**src/rtl/wb_commit_unit.sv**
```systemverilog
// Writeback/commit stage: selects write data, drives the register-file port, retires and halts.
// Write port is combinational; retired/history/halt update one edge after commit; wb_en low holds all state.
module wb_commit_unit #(
  parameter int CNT_W = 32
) (
  input  logic             CLK,
  input  logic             nRST,
  input  logic             wb_valid,
  input  logic             wb_en,
  input  logic             RegWr_o,
  input  logic [1:0]       MemToReg_o,
  input  logic [4:0]       wsel_o,
  input  logic [31:0]      OutputPort_o,
  input  logic [31:0]      dmemload_o,
  input  logic [31:0]      pc4_o,
  input  logic [31:0]      lui_imm_o,
  input  logic             halt_o,
  output logic             rf_WEN,
  output logic [4:0]       rf_wsel,
  output logic [31:0]      rf_wdat,
  output logic             halt,
  output logic [CNT_W-1:0] retired,
  output logic             fwd_valid,
  output logic [4:0]       fwd_sel,
  output logic [31:0]      fwd_dat
);

  typedef enum logic {
    RUN    = 1'b0,
    HALTED = 1'b1
  } state_t;

  state_t           state_q, state_d;
  logic [CNT_W-1:0] retired_q, retired_d;
  logic             fwd_valid_q, fwd_valid_d;
  logic [4:0]       fwd_sel_q, fwd_sel_d;
  logic [31:0]      fwd_dat_q, fwd_dat_d;
  logic             commit;
  logic [31:0]      wdat;

  always_comb begin
    wdat = OutputPort_o;
    case (MemToReg_o)
      2'd0: wdat = OutputPort_o;
      2'd1: wdat = dmemload_o;
      2'd2: wdat = pc4_o;
      2'd3: wdat = lui_imm_o;
      default: wdat = OutputPort_o;
    endcase
  end

  assign commit  = wb_valid & wb_en & (state_q == RUN);
  // Gated by nRST so the register file never sees a write while reset is held.
  assign rf_WEN  = nRST & commit & RegWr_o & (wsel_o != 5'd0) & ~halt_o;
  assign rf_wsel = wsel_o;
  assign rf_wdat = wdat;

  always_comb begin
    state_d     = state_q;
    retired_d   = retired_q;
    fwd_valid_d = fwd_valid_q;
    fwd_sel_d   = fwd_sel_q;
    fwd_dat_d   = fwd_dat_q;
    case (state_q)
      RUN: begin
        if (commit) begin
          if (retired_q != {CNT_W{1'b1}}) retired_d = retired_q + 1'b1;
          if (halt_o) state_d = HALTED;
        end
        if (rf_WEN) begin
          fwd_valid_d = 1'b1;
          fwd_sel_d   = wsel_o;
          fwd_dat_d   = wdat;
        end
      end
      HALTED: state_d = HALTED;
      default: state_d = RUN;
    endcase
  end

  always_ff @(posedge CLK or negedge nRST) begin
    if (!nRST) begin
      state_q     <= RUN;
      retired_q   <= '0;
      fwd_valid_q <= 1'b0;
      fwd_sel_q   <= 5'd0;
      fwd_dat_q   <= 32'd0;
    end else begin
      state_q     <= state_d;
      retired_q   <= retired_d;
      fwd_valid_q <= fwd_valid_d;
      fwd_sel_q   <= fwd_sel_d;
      fwd_dat_q   <= fwd_dat_d;
    end
  end

  assign halt      = (state_q == HALTED);
  assign retired   = retired_q;
  assign fwd_valid = fwd_valid_q;
  assign fwd_sel   = fwd_sel_q;
  assign fwd_dat   = fwd_dat_q;

endmodule

```
**config.mk**
```make
export PLATFORM = sky130hd
export DESIGN_NAME = wb_commit_unit
export DESIGN_NICKNAME = d
export VERILOG_FILES = /design/src/rtl/wb_commit_unit.sv
export SDC_FILE = /design/constraint.sdc
export NUM_CORES = 1
export LEC_CHECK = 0
export CORE_MARGIN = 2
export CORE_UTILIZATION = 23
export DETAILED_ROUTE_END_ITERATION = 6
export GPL_ROUTABILITY_DRIVEN = 0
export SLEW_MARGIN = 5
export SYNTH_ARGS = -nofsm -noshare
export SYNTH_HDL_FRONTEND = slang
export SYNTH_SLANG_ARGS = --single-unit
```
**constraint.sdc**
```tcl
create_clock -name CLK -period 2.9 [get_ports CLK]
set_clock_uncertainty 0.15 [all_clocks]
set_input_delay 0.435 -clock CLK [delete_from_list [all_inputs] [get_ports CLK]]
set_output_delay 0.435 -clock CLK [all_outputs]
set_load 0.05 [all_outputs]
```
Yosys cells after proc, flatten, opt, wreduce, memory -nomap -nowiden
Index checks and enable logic that the tools add are counted.
{ "op_classes": {"add_sub_neg": 1, "eq_ne": 4, "muxes": 4, "n_bitwise": 8, "n_reduce_logical": 4} }
{ "op_table": {"columns": ["operator", "count"], "rows": [
  ["32-bit one-hot mux with 4 select lines", 1],
  ["32-bit by 1-bit adder with 32-bit output, second input constant", 1],
  ["32-bit != test, second input constant", 1],
  ["1-bit AND", 6],
  ["5-bit nonzero test", 1],
  ["2-bit == test, second input constant", 2],
  ["3-bit AND reduction", 1],
  ["2-bit by 1-bit == test with 1-bit output, second input constant", 1],
  ["2-bit logical NOT", 1],
  ["1-bit 2-to-1 mux", 2],
  ["1-bit NOT", 2],
  ["1-bit one-hot mux with 2 select lines", 1],
  ["2-bit AND reduction", 1]
]} }
{ "word_totals": {"ff_bits": 71, "in_bits": 141, "output_inout_bits": 109, "word_cells": 26} }

Longest topological paths before layout
{ "depth": {"word_depth": 7, "depth_mapped": 7, "depth_no_buf": 5} }

Worst setup path after synthesis
Ideal clock, no wire load.
{ "synth_timing": {"kind": "flip-flop to output port", "startpoint": "register state_q (netlist: halt)", "endpoint": "output port rf_WEN", "t_arrival_ns": 1.756, "required_time_ns": 2.315, "slack_ns": 0.559, "path_stages_with_launch": 7, "n_path_buf": 2, "cell_sequence": "dfrtp_1 -> nand3b_1 -> nor3_1 -> o21ai_2 -> buf_6 -> buf_6 -> inv_2"} }
{ "synth_between": {"elab_chain_cells": 6} }
{ "synth_rtl": {"columns": ["element", "line_no", "rtl"], "rows": [
  ["start: declaration", "33", "state_t state_q, state_d;"],
  ["start signal: assignment", "89", "state_q <= state_d;"],
  ["1-bit NOT (no source line)", null, null],
  ["1-bit AND", "52", "assign commit = wb_valid & wb_en & (state_q == RUN);"],
  ["1-bit AND (4 in a row)", "54", "assign rf_WEN = nRST & commit & RegWr_o & (wsel_o != 5'd0) & ~halt_o;"],
  ["end: declaration", "18", "output logic rf_WEN,"]
]} }
Every way passes these cells.

Final worst setup path
{ "layout_timing": {"startpoint": "input port wsel_o[0]", "endpoint": "output port rf_WEN"} }
{ "layout_between": {"elab_chain_cells": 3} }
{ "layout_rtl": {"columns": ["element", "line_no", "rtl"], "rows": [
  ["start: declaration", "12", "input logic [4:0] wsel_o,"],
  ["5-bit nonzero test", "54", null],
  ["1-bit AND (2 in a row)", "54", null]
]} }
Every way passes these cells.

==> flow_metrics.tcl <==
set metrics [dict create \
    crit_required_ns 2.32 \
    initial_core_util_pct 23.6 \
    post_cts_buffers 0 \
    worstSetupStartpointType "primary input" \
    clkPwrFrac_pct 31.5 \
    drt_pass1_iterations 4 \
    grt_max_degree 40 \
    synth_cells 273 \
    ir_drop_v 0.000302 \
    seqPwrFrac_pct 31.6 \
    port_buffers 249 \
    synth_edf_count 0 \
    ys_ff_latch 71 \
    cts_tree "yes" \
    fin_util_pct 43.8 \
    p_sw_share_pct 33.7 \
    async_reset_ff_share_pct 100 \
    worstMarginPinSlew_ns 0.582 \
    switching_power_mw 1.21 \
    placeableCoreArea_mm2 0.0167 \
    areaGrowthSynthToFinish_pct 85.2 \
    fp.dieH_um 135 \
    hold_viol 0 \
    grt_pass1_wl_um 20900 \
    cts_hold_buf 0 \
    crit_path_top_delay_cell "or4_1" \
    crit_path_end_kind "output port" \
    layout.nets 662 \
    layout.cells.most_common_list "clkdlybuf4s50_1 (214), dfrtp_1 (71), buf_12 (36)" \
    clk-insertion-delay-late_ns 0.33 \
    worst_slack_ns 0.377 \
    cts_buffers 9 \
    p_leak_nw 3.05 \
    whs_ns 0.0263 \
    yosysWarnings 0 \
    route.vias.total 3352 \
    wl_per_cell_um 18.0 \
    fin_area_mm2 0.00731 \
    cp_top_family "buffers and inverters" \
    rows 47 \
    initialDrtViolationCount 57 \
    power_density_mw_per_mm2 490 \
    total_power_mw 3.58 \
    yosysSeqAreaShare_pct 45.0 \
    fin_crit_ns 2.52 \
    detail-route-antenna-nets 0 \
    rsz0062_at_grt "false" \
    p_int_mw 2.38 \
    slew_headroom_pct 61.1 \
    synth_nets 415 \
    r2r_end "retired[1]" \
    n_antenna_cell 0 \
    min_period_over_period_pct 87.0 \
    wl_um 13400 \
    die_w_um 135 \
    pin_count 250 \
    cts_root_buffer "clkbuf_16" \
    die_area_mm2 0.0182 \
    cpPeakStageDelay_ns 0.59 \
    power_frac_comb_pct 36.9 \
    syn_area_per_cell_um2 14.5 \
    via_per_inst 4.50 \
    postCtsResizedCells 0 \
    synth-main-ff-cell "dfrtp_1" \
    synth_cell_types 46 \
    setup_violations 0 \
    track_usage_pct 15.1 \
    path_class "primary input to output port" \
    slew_violations 0 \
    fin_setup_tns_ns 0 \
    hold_path.class "primary input to asynchronous set/reset pin" \
    r2r_cells 4 \
    worstPathMaxFanout 4 \
    htree_levels 3 \
    fin_cells 745 \
    cap_violations 0 \
    synthesis.area_mm2 0.00395 \
    cts_num_sinks 71 \
    rrSetupSlack_ns 0.88 \
    cts_buffer_depth 2 \
    post-dp-hpwl_um 11200 \
    r2r-start "retired[24]" \
    path_clk_slew_ns 0.06 \
    fill_cells 1504 \
    crit_buf_inv 3 \
    placed_cells 729 \
    drcViolationCount 0 \
    critical_path.cell_chain "clkdlybuf4s50_1 > or4_1 > o21ai_4 > inv_2 > buf_12" \
    grt-ovfl-total 0 \
    dpl_cell_area_mm2 0.00701 \
    mostFrequentLayoutCell "clkdlybuf4s50_1" \
    layout-drive-gt1-share_pct 23.4 \
    outcome "finished clean" \
    timing.fmax_mhz 396 \
    arrival_ns 1.94 \
    antenna_found_initial 0 \
    grt_pass1_vias 3693 \
    post-place-ws_ns 0.250 \
]
-- power groups by stage --
stage | logic, mW | registers, mW | clock network, mW
floorplan | 0.388 | 1.42 | 0
global placement | 1.33 | 1.15 | 0
detailed placement | 1.34 | 1.15 | 0
CTS | 1.34 | 1.13 | 1.16
global route | 1.37 | 1.14 | 1.22
finish | 1.32 | 1.13 | 1.13
-- cells in the mapped netlist, types with 2 or more instances --
master,number,share of area [%]
dfrtp_1,71,45
and2_1,3,0.48
nand2_1,11,1.0
and3_1,7,1.1
mux2_4,9,3.4
mux4_2,32,18
nor2_1,5,0.48
buf_1,2,0.19
and4_1,2,0.44
a31oi_4,2,1.1
buf_2,5,0.63
mux2_2,4,1.1
nand4_1,15,2.4
nand3_1,8,1.0
clkbuf_1,3,0.29
nor2_2,3,0.48
buf_4,6,1.1
nor3_1,2,0.25
xnor2_1,19,4.2
xor2_1,12,2.7
mux2_1,25,7.1
nor3_2,2,0.51
buf_6,2,0.57
-- worst max-delay path by stage --
stage	startpoint	end	cells after the start
2_1_floorplan	halt	rf_WEN	6
3_5_place_dp	wsel_o[0]	fwd_dat[5]	5
6_report	wsel_o[0]	rf_WEN	5
4_1_cts	wsel_o[0]	rf_WEN	5
3_3_place_gp	wsel_o[0]	fwd_dat[5]	5
5_1_grt	wsel_o[0]	rf_WEN	5
-- logic make-up (layout without fill, tap and decap cells) --
group                    count (synthesis)  in the layout  synth area share, %
XOR/XNOR                                31             31                 6.88
adder cells (fa/ha/maj)                  1              1                0.317
AND/OR/NAND/NOR                         69             69                 11.0
multiplexers                            70             70                 29.9
AO/OA/AOI/OAI                            9              9                 3.33
buffers and inverters                   22            274                 3.52
flip-flops                              71             71                 45.0
-- state kept, by name, indices dropped and copies added, names as in the netlist --
name and cells:
fwd_dat 32, retired 32, fwd_sel 5, fwd_valid 1, halt 1
-- layer usage --
layer | vias up | wire (um) | global-route usage, %
met5 | - | 0 | 0
met4 | 0 | 169 | 3.30
met3 | 11 | 998 | 5.29
met2 | 148 | 7270 | 28.1
met1 | 1666 | 4990 | 16.4
li1 | 1527 | - | -
-- layout make-up --
cell class | instances | area (um2) | area share, %
timing repair buffer | 256 | 2910 | 39.7
multi-input combinational | 180 | 2040 | 27.9
sequential | 71 | 1780 | 24.3
tap | 220 | 275 | 3.76
clock buffer | 10 | 239 | 3.27
clock inverter | 6 | 67.6 | 0.924
inverter | 2 | 7.51 | 0.103
No activity file was read; power rests on OpenSTA's default activity.
